`config.mk`:
```
export PLATFORM = sky130hd
export DESIGN_NAME = iopad_bidir_ctrl
export DESIGN_NICKNAME = d
export VERILOG_FILES = /design/src/rtl/iopad_pkg.sv /design/src/rtl/iopad_sync_filter.sv /design/src/rtl/iopad_bidir_ctrl.sv
export SDC_FILE = /design/constraint.sdc
export NUM_CORES = 1
export LEC_CHECK = 0
export CELL_PAD_IN_SITES_DETAIL_PLACEMENT = 0
export CELL_PAD_IN_SITES_GLOBAL_PLACEMENT = 1
export CORE_MARGIN = 1.5
export CORE_UTILIZATION = 34
export DETAILED_ROUTE_END_ITERATION = 6
export PLACE_DENSITY_LB_ADDON = 0.25
export SETUP_SLACK_MARGIN = 0.4
export SYNTH_ARGS = -nofsm -noshare
export SYNTH_HDL_FRONTEND = slang
export SYNTH_SLANG_ARGS = --single-unit
```
`constraint.sdc`:
```
create_clock -name ck -period 1.3 [get_ports ck]
set_clock_uncertainty 0.1 [all_clocks]
set_input_delay 0.26 -clock ck [delete_from_list [all_inputs] [get_ports ck]]
set_output_delay 0.26 -clock ck [all_outputs]
set_load 0.02 [all_outputs]
```
`src/rtl/iopad_pkg.sv`:
```
// iopad_pkg: shared direction-FSM states, parameter limits and counter sizing for the bidir pad controller
package iopad_pkg;
    typedef enum logic [1:0] {RX, TO_TX, TX, TO_RX} dir_state_t;
    localparam int SYNC_MIN = 2;
    localparam int SYNC_MAX = 4;
    localparam int FILT_MIN = 1;
    localparam int FILT_MAX = 255;
    localparam int TURN_MIN = 1;
    localparam int TURN_MAX = 15;
    localparam int TURN_W = $clog2(TURN_MAX + 1);
    function automatic int cnt_width(input int n);
        return n > 1 ? $clog2(n) : 1;
    endfunction
endpackage

```
`src/rtl/iopad_sync_filter.sv`:
```
// iopad_sync_filter: synchronizes the async pad input and deglitches it into a clean level with edge pulses
module iopad_sync_filter
    import iopad_pkg::*;
#(
    parameter int SYNC_STAGES = 2,
    parameter int FILT_CYCLES = 4
) (
    input  logic ck,
    input  logic rst,
    input  logic p2c,
    output logic in_q,
    output logic in_rise,
    output logic in_fall
);
    localparam int CW = cnt_width(FILT_CYCLES);
    localparam logic [CW-1:0] CNT_LAST = CW'(FILT_CYCLES - 1);
    logic [SYNC_STAGES-1:0] chain;
    logic [CW-1:0] cnt;
    logic s;
    assign s = chain[SYNC_STAGES-1];
    always_ff @(posedge ck) begin
        if (rst) begin
            chain <= '0;
            cnt <= '0;
            in_q <= 1'b0;
            in_rise <= 1'b0;
            in_fall <= 1'b0;
        end else begin
            chain <= {chain[SYNC_STAGES-2:0], p2c};
            in_rise <= 1'b0;
            in_fall <= 1'b0;
            if (s == in_q) begin
                cnt <= '0;
            end else if (cnt == CNT_LAST) begin
                // counter clears on acceptance, so it never reaches a value that could wrap
                in_q <= s;
                cnt <= '0;
                in_rise <= s;
                in_fall <= ~s;
            end else begin
                cnt <= cnt + 1'b1;
            end
        end
    end
endmodule

```
`src/rtl/iopad_bidir_ctrl.sv`:
```
// iopad_bidir_ctrl: core-side bidir pad controller with turnaround dead cycles and a filtered input path
module iopad_bidir_ctrl
    import iopad_pkg::*;
#(
    parameter int SYNC_STAGES = 2,
    parameter int FILT_CYCLES = 4,
    parameter int TURN_CYCLES = 2
) (
    input  logic ck,
    input  logic rst,
    input  logic out_req,
    input  logic out_d,
    output logic drive,
    output logic busy,
    output logic in_q,
    output logic in_rise,
    output logic in_fall,
    output logic c2p,
    output logic c2p_en,
    input  logic p2c
);
    if (SYNC_STAGES < SYNC_MIN || SYNC_STAGES > SYNC_MAX) begin : g_bad_sync
        $error("SYNC_STAGES out of range");
    end
    if (FILT_CYCLES < FILT_MIN || FILT_CYCLES > FILT_MAX) begin : g_bad_filt
        $error("FILT_CYCLES out of range");
    end
    if (TURN_CYCLES < TURN_MIN || TURN_CYCLES > TURN_MAX) begin : g_bad_turn
        $error("TURN_CYCLES out of range");
    end
    localparam logic [TURN_W-1:0] TURN_LOAD = TURN_W'(TURN_CYCLES - 1);
    dir_state_t st, nxt;
    logic [TURN_W-1:0] cnt, cnt_nxt;
    always_comb begin
        nxt = st;
        cnt_nxt = cnt;
        case (st)
            RX: begin
                if (out_req) begin
                    nxt = TO_TX;
                    cnt_nxt = TURN_LOAD;
                end
            end
            TO_TX: begin
                if (!out_req) nxt = RX;
                else if (cnt == '0) nxt = TX;
                else cnt_nxt = cnt - 1'b1;
            end
            TX: begin
                if (!out_req) begin
                    nxt = TO_RX;
                    cnt_nxt = TURN_LOAD;
                end
            end
            TO_RX: begin
                if (cnt == '0) nxt = RX;
                else cnt_nxt = cnt - 1'b1;
            end
            default: nxt = RX;
        endcase
    end
    // outputs decode the next state so every pad-facing pin comes straight from a flop
    always_ff @(posedge ck) begin
        if (rst) begin
            st <= RX;
            cnt <= '0;
            c2p <= 1'b0;
            c2p_en <= 1'b0;
            drive <= 1'b0;
            busy <= 1'b0;
        end else begin
            st <= nxt;
            cnt <= cnt_nxt;
            c2p <= (nxt == TX) && out_d;
            c2p_en <= nxt == TX;
            drive <= nxt == TX;
            busy <= (nxt == TO_TX) || (nxt == TO_RX);
        end
    end
    iopad_sync_filter #(
        .SYNC_STAGES(SYNC_STAGES),
        .FILT_CYCLES(FILT_CYCLES)
    ) u_filter (
        .ck(ck),
        .rst(rst),
        .p2c(p2c),
        .in_q(in_q),
        .in_rise(in_rise),
        .in_fall(in_fall)
    );
endmodule

```
==> run summary, run 1 <==
=================================================================================================
Outcome                                                                              complete, but fails checks
Failing checks                                                                       setup timing
GRT Residual Overflow                                                                           0
Clk_lat worst skew                                                                        0.29 ns
CTS Buffer Depth                                                                                2
Post-synth EDFFs                                                                                0
Routed wl met3                                                                              76 µm
Overall power                                                                             1.11 mW
FP Rows                                                                                        15
Synthesized-area fraction occupied by ao, oa, aoi and oai cells                            0.0858
Wire length on met1                                                                        727 µm
Pin count of the biggest net entering global routing                                           11
TritonCTS Buffers                                                                               3
Sequential share of power                                                                   0.483
Routed via count divided by cell count                                                       5.06
Area share of the leading cell type in the synthesized netlist                              0.478
Kind of capture point of the worst setup path                                            register
Highest metal layer used by the detailed router                                              met4
Slew Viols, Final                                                                               0
Most area-hungry cell type in the Yosys netlist                                           dfxtp_1
Gate count after technology mapping                                                            66
Proportion of register bits with asynchronous set or reset after synthesis                      0
NetSw                                                                                    0.281 mW
Simple-gate share of the synthesized area                                                   0.272
Worst reg2reg startpoint                                                                   cnt[0]
Total length of routed wires                                                              1620 µm
Hold worst-path end                                                                  u_filter.cnt[0]
Period minus WS final                                                                     1.51 ns
Wire length of the first global-routing pass                                              2440 µm
Total of flip-flops plus latches after synthesis                                               16
Drt first-iter violations                                                                       7
Slew HR                                                                                     0.811
CTS Root Buffer Type                                                                     clkbuf_4
Initial standard-cell utilization of the core                                               0.376
Sinks on the clock net                                                                         16
Height of the die                                                                         47.4 µm
Worst hold stages                                                                               1
Area taken by flip-flops and latches                                                      337 µm²
Unrepaired setup endpoints after global routing                                               yes
Met2 wire length                                                                           789 µm
Final antenna diode count                                                                       0
Top post-synthesis cells by area                                                     dfxtp_1 (48%), mux2i_1 (4.5%), ha_1 (3.7%)
Final critical-path share of the clock period                                                1.16
Number of failing hold endpoints at the final stage                                             0
Worst Path Arrival                                                                        1.63 ns
Fraction of power spent switching nets                                                      0.254
Area added between synthesis and finish                                                     64.0%
Total number of H-tree levels                                                                   1
Routed wire per std cell                                                                  13.3 µm
Multiplexer share of the synthesized area                                                  0.0616
Number of global-route vias before repair                                                     550
Timing-limited maximum frequency                                                        0.663 GHz
Required @ worst endpoint                                                                 1.42 ns
Worst slack on hold paths                                                                0.329 ns
Number of cells on the worst reg-to-reg path                                                    5
Initial antenna violation count                                                                 0
Detail Route Antenna Nets                                                                       0
Static leakage power                                                                     0.441 nW
Net count after synthesis                                                                      73
IR Drop Worst-Case VDD                                                                 0.000578 V
All-layer global routing usage                                                              0.165
Internal power consumption                                                               0.826 mW
Capture instance of the worst register-to-register path                                    cnt[1]
Areal power density over the cells                                                    1010 nW/µm²
I/O pin cnt                                                                                    12
Pre-antenna DRT Iters                                                                           4
Max_cap viols                                                                                   0
Actual slew at the worst max-slew pin                                                    0.283 ns
Startpoint type of the worst setup path                                                  register
Clk pwr share                                                                               0.297
Filler cell count in the final layout                                                         153
Die X-Extent                                                                              47.4 µm
Buffers on Ports                                                                               11
Startpoint of the worst hold path                                                    u_filter.cnt[0]
Ratio of cells with drive above 1 in the final layout                                       0.594
Warnings, synthesis                                                                             0
Tightest Hold Check Type                                                             register to register
R2r setup slk                                                                            -0.21 ns
Final weighted congestion in routability-driven placement                                   0.826
Sequential-to-total area share from yosys stat                                              0.478
Residual DRC                                                                                    0
Core Footprint                                                                           1780 µm²
Share of synthesized cell area in full adder, half adder and majority cells                0.0373
Synthesized-area fraction occupied by xor and xnor cells                                   0.0261
Net count reported at finish                                                                  104
Clock-pin slew of the registers on the worst-case setup and hold paths                    0.09 ns
Critical Path Fanout Max                                                                        4
Crit path setup slack, layout                                                           -0.209 ns
Full die area                                                                            2250 µm²
Number of distinct library cell variants in the gate-level netlist after synthesis             28
Setup violations, final                                                                         7
Post-synthesis instance area                                                              671 µm²
Most common flop cell mapped by yosys                                                     dfxtp_1
Estimated wirelength of the detail-placed design                                          1040 µm
Kind of critical path                                                                register to register
Pre-CTS WS                                                                              -0.456 ns
Clock tree from TritonCTS                                                                     yes
Via count                                                                                     612
Main combinational cell family by area after synthesis                               simple AND/OR/NAND/NOR gates
Comb power frac                                                                             0.220
Area of combinational cells with multiple inputs                                          418 µm²
Synth Area per Inst                                                                      10.2 µm²
=================================================================================================
## Yosys cell counts (3+ instances only)
library cell / count
nor2b_1: 3
inv_1: 4
mux2i_1: 3
nor2_1: 4
dfxtp_1: 16
o21ai_0: 5
## power by group through the flow
stage | logic [mW] | registers (mW) | clock network [mW]
after floorplan | 0.0981 | 0.548 | 0
after global placement | 0.194 | 0.541 | 0
after detailed placement | 0.196 | 0.542 | 0
after CTS | 0.230 | 0.533 | 0.339
after global routing | 0.265 | 0.538 | 0.359
final | 0.244 | 0.534 | 0.329
## cell type report
| type | count | share of cell area |
|---|---|---|
| Sequential cell | 16 | 0.306 |
| Timing Repair Buffer | 28 | 0.239 |
| Multi-Input combinational cell | 44 | 0.380 |
| Inverter | 4 | 0.0137 |
| Clock buffer | 4 | 0.0330 |
| Tap cell | 25 | 0.0284 |
## through the flow
step | cell area, µm² | util | std cells | setup TNS [ns]
5_1_grt | 1100 | 0.617 | 121 | -1.53
6_report | 1100 | 0.617 | 121 | -1.16
3_5_place_dp | 940 | 0.527 | 113 | -3.12
2_1_floorplan | 712 | - | 66 | -0.479
3_3_place_gp | 940 | 0.527 | 113 | -3.16
4_1_cts | 1050 | 0.587 | 120 | -1.22
## state kept, by name (all words and copies together), names as in the netlist
register	count
cnt	4
c2p_en	1
u_filter.chain	2
u_filter.in_fall	1
busy	1
u_filter.in_q	1
st	2
c2p	1
u_filter.cnt	2
u_filter.in_rise	1
## routing by layer
metal | vias up | GRT usage
met3 | 4 | 0.0453
met1 | 297 | 0.204
met4 | 0 | 0.0833
met2 | 15 | 0.265
li1 | 296 | -
met5 | - | 0
## worst max-delay path by stage
stage	slack [ns]	end	cells after the start	start
global route	-0.26	cnt[0]	5	cnt[0]
detailed placement	-0.46	cnt[2]	4	out_req
finish	-0.21	cnt[1]	5	cnt[0]
CTS	-0.22	cnt[1]	5	cnt[0]
global placement	-0.42	cnt[2]	4	out_req
floorplan	-0.12	c2p	5	cnt[0]
## kinds of logic (layout without fill, tap and decap cells)
| kind of cell | Yosys count | in the layout |
|---|---|---|
| adder cells (fa/ha/maj) | 2 | 2 |
| flip-flops | 16 | 16 |
| multiplexers | 4 | 4 |
| AO/OA/AOI/OAI | 10 | 10 |
| XOR/XNOR | 2 | 2 |
| AND/OR/NAND/NOR | 26 | 26 |
| buffers and inverters | 6 | 36 |
## repair_timing
action / CTS / global route
setup buffers: 3 / 1
hold buffers: 0 / 0
resized for setup: 59 / 8
pin swaps: 5 / 2
endpoints found under the setup margin: 23 / 21
## placed cells by master (no fill, tap or decap), drive strengths merged, types with 3 or more instances in the layout
master,netlist,routed
o21ai,5,5
inv,4,4
mux2i,3,3
buf,1,24
nor2b,3,3
dfxtp,16,16
nor2,5,5
clkbuf,1,4
## worst max-delay path, stage by stage (launching register included)
cell     delay, ns
dfxtp_2       0.34
inv_2         0.05
ha_4          0.16
or3b_4        0.24
or4b_1        0.43
a21oi_1       0.12
Note: power is estimated with default switching activity, not from simulation.
==> run 2: changes to the inputs <==
CORE_UTILIZATION = 35   (was 34)
SYNTH_HIERARCHICAL = 1   (was default)
==> run 2 against run 1 <==
The flow still finishes with violations (setup timing). Sequential share of layout area grew 1.2 points. Synthesized cell count is the same. First-iteration DRC count grew 14%. Sequential power grew 3%. Design area shrank 4.2%. Clock-buffer cell count is the same. Highest routed layer unchanged. Worst hold slack gained 0.0057 ns. Setup slack gained 0.17 ns. Clock power is essentially flat.
==> run summary, run 2 <==
=================================================================================================
Outcome                                                                              complete, but fails checks
Failing checks                                                                       setup timing
TritonCTS Buffers                                                                               3
IR Drop Worst-Case VDD                                                                 0.000455 V
Area share of the leading cell type in the synthesized netlist                              0.437
Total length of routed wires                                                              1450 µm
Full die area                                                                            2380 µm²
Clk_lat worst skew                                                                        0.28 ns
Residual DRC                                                                                    0
Startpoint type of the worst setup path                                                  register
Clock-pin slew of the registers on the worst-case setup and hold paths                    0.10 ns
R2r setup slk                                                                            -0.04 ns
Hold worst-path end                                                                  u_filter/cnt[0]
Quantity of hold-fixing buffers added after cts                                                 0
Commonest cells in the synthesized netlist                                           dfxtp_1 (16), nor2_1 (5), inv_1 (4), mux2i_1 (4)
Capture instance of the worst register-to-register path                                    cnt[0]
Detail Route Antenna Nets                                                                       0
Sinks on the clock net                                                                         16
Number of cells on the worst reg-to-reg path                                                    5
Via count                                                                                     579
Post-synthesis instance area                                                              733 µm²
Family of cells with the greatest summed delay on the critical path                  simple AND/OR/NAND/NOR gates
Routed via count divided by cell count                                                       5.03
Post-synth EDFFs                                                                                0
Areal power density over the cells                                                    1050 nW/µm²
Actual slew at the worst max-slew pin                                                    0.308 ns
Initial antenna violation count                                                                 0
Most area-hungry cell type in the Yosys netlist                                           dfxtp_1
Core Footprint                                                                           1960 µm²
Pre-antenna DRT Iters                                                                           4
Sequential-to-total area share from yosys stat                                              0.437
Worst hold stages                                                                               1
Max_cap viols                                                                                   0
Worst reg2reg startpoint                                                                   cnt[1]
Number of buffers and inverters on the critical path                                            1
GRT Residual Overflow                                                                           0
Overall power                                                                             1.11 mW
Final critical-path share of the clock period                                                1.03
Crit path setup slack, layout                                                          -0.0354 ns
Final antenna diode count                                                                       0
Routed wire per std cell                                                                  12.6 µm
Warnings, synthesis                                                                             6
Area added between synthesis and finish                                                     43.7%
Pin count of the biggest net entering global routing                                           10
CTS Buffer Depth                                                                                2
Max FFs per register                                                                            4
I/O pin cnt                                                                                    12
Net count after synthesis                                                                      73
Initial standard-cell utilization of the core                                               0.374
Proportion of register bits with asynchronous set or reset after synthesis                      0
Net count reported at finish                                                                   96
Height of the die                                                                         48.8 µm
Most used cells in the layout excluding fill and tap cells                           dfxtp_2 (12), buf_6 (9), buf_4 (9)
Critical Path Fanout Max                                                                        4
Drt first-iter violations                                                                       8
Number of distinct library cell variants in the gate-level netlist after synthesis             30
Required @ worst endpoint                                                                 1.39 ns
Period minus WS final                                                                     1.34 ns
Most common flop cell mapped by yosys                                                     dfxtp_1
Kind of critical path                                                                register to register
Tightest Hold Check Type                                                             register to register
CTS Root Buffer Type                                                                     clkbuf_4
Number of global-route vias before repair                                                     549
Most common cell after layout, fill and taps aside                                        dfxtp_2
Startpoint of the worst hold path                                                    u_filter/cnt[0]
Cell with the most instances after synthesis                                              dfxtp_1
Max stage delay cell, worst path                                                          dfxtp_2
Buffers on Ports                                                                               11
Total of flip-flops plus latches after synthesis                                               16
Die X-Extent                                                                              48.8 µm
Clock tree from TritonCTS                                                                     yes
Ratio of cells with drive above 1 in the final layout                                       0.602
Timing-limited maximum frequency                                                        0.749 GHz
Slew HR                                                                                     0.794
Utilization after layout                                                                    0.537
Setup violations, final                                                                         2
Register containing the most flip-flops in the final layout                                   cnt
Summed area of non-filler cells in the final layout                                      1050 µm²
Placement-stage cell area                                                                 955 µm²
Top post-synthesis cells by area                                                     dfxtp_1 (44%), mux2i_1 (5.5%), and4bb_2 (5.1%)
Static leakage power                                                                     0.429 nW
Estimated wirelength of the detail-placed design                                          1050 µm
Kind of capture point of the worst setup path                                            register
Largest stage delay on the critical path                                                  0.34 ns
Wire length of the first global-routing pass                                              2480 µm
Unrepaired setup endpoints after global routing                                               yes
FP Rows                                                                                        16
All-layer global routing usage                                                              0.136
Number of failing hold endpoints at the final stage                                             0
Slew Viols, Final                                                                               0
Crit. Startpoint                                                                           cnt[1]
Gate count after technology mapping                                                            66
Worst Path Arrival                                                                        1.43 ns
Total number of H-tree levels                                                                   1
Cell-by-cell trace of the critical path                                              inv_2, ha_4, and4bb_2, nor2_2, a311oi_1
Final weighted congestion in routability-driven placement                                   0.766
Synth Area per Inst                                                                      11.1 µm²
=================================================================================================
run 2: cell types whose count changed after synthesis, moves of 2 or more:
cell / change
nor4_1: +2
o211ai_1: +2
and3b_1: -2
or4b_1: -2
or3_1: -2
and4bb_2: +2
nand4_1: +2
o21ai_0: -3
nor4bb_1: -2
run 2: cell type report:
class                   count  area (µm²)
fillers                   195         908
multi-input cells          42         427
flip-flops and latches     16         335
repair buffers             22         206
clock buffers               4        36.3
well taps                  27        33.8
inverters                   4        15.0
run 2: how the worst max path moves through the flow:
stage	endpoint	cells after the start
6_report	cnt[0]	5
5_1_grt	cnt[0]	5
4_1_cts	cnt[0]	5
3_5_place_dp	cnt[0]	4
3_3_place_gp	cnt[2]	5
2_1_floorplan	cnt[1]	5
run 2: metrics by stage:
stage / hold WS [ns] / setup WS (ns) / cells / TNS (ns)
after global routing: 0.347 / -0.0741 / 115 / -0.233
after floorplan: 0.225 / 0.0650 / 66 / 0
after detailed placement: 0.325 / -0.351 / 110 / -2.34
after CTS: 0.336 / -0.0105 / 114 / -0.0198
after global placement: 0.319 / -0.321 / 110 / -2.18
final: 0.334 / -0.0354 / 115 / -0.0420
run 2: cell families (layout without fill, tap and decap cells):
logic type	after synthesis	in the layout	synth area share
AND/OR/NAND/NOR	25	25	0.294
flip-flops	16	16	0.437
XOR/XNOR	2	2	0.0239
adder cells (fa/ha/maj)	2	2	0.0341
AO/OA/AOI/OAI	9	9	0.0956
buffers and inverters	8	30	0.0614
multiplexers	4	4	0.0546
run 2: metal layers:
metal	global-route usage	share of wire
met5	0	0
met4	0.0571	0.0083
met3	0.0276	0.026
met2	0.205	0.49
met1	0.189	0.47
run 2: repair_timing:
item | CTS | global route
resized for setup | 54 | 4
setup buffers | 0 | 1
pin swaps | 3 | 3
endpoints found under the setup margin | 22 | 21
hold endpoints to repair | 0 | 0
run 2: power breakdown:
part	leakage, nW	internal, mW	switching (mW)
Clock	0.0210	0.170	0.161
Sequential	0.136	0.520	0.0303
Combinational	0.272	0.129	0.0980
Total	0.429	0.820	0.289
==> run 3: changes to the inputs <==
GPL_TIMING_DRIVEN = 0   (was default)
==> run 3 against run 2 <==
The run now ends clean. First-iteration DRC count is 63% lower. Die area did not move. Register-to-register slack gained 0.04 ns. Highest routed layer unchanged. Clock power barely moved.
==> run summary, run 3 (same netlist as run 2, synthesis figures left out) <==
=====================================================================================
Outcome                                                                  complete, no violations
Actual slew at the worst max-slew pin                                        0.392 ns
Total number of H-tree levels                                                       1
Full die area                                                                2380 µm²
Register containing the most flip-flops in the final layout                       cnt
Final critical-path share of the clock period                                   0.999
TritonCTS Buffers                                                                   3
Areal power density over the cells                                        1030 nW/µm²
Inst Count DP                                                                     104
Number of global-route vias before repair                                         523
Critical Path Fanout Max                                                            4
Number of failing hold endpoints at the final stage                                 0
Initial standard-cell utilization of the core                                   0.374
Buffers on Ports                                                                   11
Slew Viols, Final                                                                   0
NetSw                                                                        0.293 mW
Kind of capture point of the worst setup path                                register
Via count                                                                         570
Largest stage delay on the critical path                                      0.34 ns
I/O pin cnt                                                                        12
Worst hold stages                                                                   2
FP Rows                                                                            16
Summed area of non-filler cells in the final layout                          1080 µm²
Tightest Hold Check Type                                                 primary input to register
Total length of routed wires                                                  1390 µm
Clk pwr share                                                                   0.296
CTS Buffer Depth                                                                    2
Max FFs per register                                                                4
Clock-pin slew of the registers on the worst-case setup and hold paths        0.10 ns
Residual DRC                                                                        0
Startpoint type of the worst setup path                                      register
Clock tree from TritonCTS                                                         yes
Routed wire per std cell                                                      12.2 µm
Pre-CTS WS                                                                  -0.619 ns
Area of combinational cells with multiple inputs                              454 µm²
Ratio of cells with drive above 1 in the final layout                           0.621
Core Footprint                                                               1960 µm²
Comb power frac                                                                 0.217
Routed via count divided by cell count                                           5.00
Unrepaired setup endpoints after global routing                                   yes
Most used cells in the layout excluding fill and tap cells               buf_6 (11), dfxtp_2 (11), dfxtp_1 (5), buf_4 (5)
Initial antenna violation count                                                     0
Cell-by-cell trace of the critical path                                  inv_2, ha_4, and4bb_4, nor2_4, a41o_1
Crit path setup slack, layout                                             0.000929 ns
Slew HR                                                                         0.738
Detail Route Antenna Nets                                                           0
Internal power consumption                                                   0.820 mW
Static leakage power                                                         0.428 nW
CTS Root Buffer Type                                                         clkbuf_4
Non-Filler Instances                                                              114
Final antenna diode count                                                           0
GRT Residual Overflow                                                               0
Filler cell count in the final layout                                             196
Kind of critical path                                                    register to register
Max stage delay cell, worst path                                              dfxtp_2
Setup violations, final                                                             0
Pre-antenna DRT Iters                                                               4
Period minus WS final                                                         1.30 ns
Placement-stage cell area                                                     910 µm²
Die X-Extent                                                                  48.8 µm
Timing-limited maximum frequency                                            0.770 GHz
Required @ worst endpoint                                                     1.39 ns
Area added between synthesis and finish                                         46.8%
Drt first-iter violations                                                           3
Height of the die                                                             48.8 µm
Fraction of power spent switching nets                                          0.263
Final weighted congestion in routability-driven placement                       0.749
Wire length of the first global-routing pass                                  2320 µm
IR Drop Worst-Case VDD                                                     0.000498 V
Worst Path Arrival                                                            1.38 ns
Max_cap viols                                                                       0
Clk_lat worst skew                                                            0.28 ns
Sinks on the clock net                                                             16
Area taken by flip-flops and latches                                          334 µm²
Estimated wirelength of the detail-placed design                               925 µm
Pin count of the biggest net entering global routing                               11
Aggregate negative setup slack                                                   0 ns
Number of cells on the worst reg-to-reg path                                        5
Net count reported at finish                                                       95
Sequential share of power                                                       0.486
All-layer global routing usage                                                  0.129
=====================================================================================
==> run 3: final timing paths <==
path	from	endpoint	slack, ns
max	cnt[0]	cnt[1]	0.0009
min	rst	u_filter/cnt[0]	0.16
max reg2reg	cnt[0]	cnt[1]	0.0009
min reg2reg	u_filter/chain[0]	u_filter/chain[1]	0.35
==> run 3: metal layers <==
layer,global-route usage,wire length (µm),up-vias
li1,-,-,285
met5,0,0,-
met2,0.205,674,10
met4,0.0619,11,0
met3,0.0337,49,2
met1,0.162,654,273
==> run 3: area by class of cell <==
class                   instances  area share
repair buffers                 17       0.150
clock buffers                   4      0.0337
flip-flops and latches         16       0.310
well taps                      27      0.0314
plain buffers                   4      0.0384
inverters                       4      0.0140
multi-input cells              42       0.422
==> run 3: worst max-delay path, delay by kind of cell, from the launching register on <==
kind / cells / cell delay (ns)
AO/OA/AOI/OAI: 1 / 0.21
adder cells (fa/ha/maj): 1 / 0.15
buffers and inverters: 1 / 0.06
flip-flops: 1 / 0.34
AND/OR/NAND/NOR: 2 / 0.34
==> run 3: power groups by stage <==
stage          Combinational (mW)  Clock, mW  Sequential, mW
5_1_grt                     0.263      0.358           0.546
3_3_place_gp                0.201          0           0.549
3_5_place_dp                0.203          0           0.549
6_report                    0.242      0.330           0.541
4_1_cts                     0.221      0.346           0.540
2_1_floorplan               0.142          0           0.551
==> run 3: repair_timing <==
item,CTS,global route
gates resized for setup,57,11
setup endpoints to repair,21,21
pin swaps,5,2
hold buffers,0,0
setup buffers,3,3
==> run 3: metrics by stage <==
step	hold WS [ns]	total power, mW	util
floorplan	0.225	0.694	-
global placement	0.318	0.749	0.464
detailed placement	0.326	0.752	0.464
CTS	0.342	1.11	0.520
global route	0.172	1.17	0.548
finish	0.156	1.11	0.548
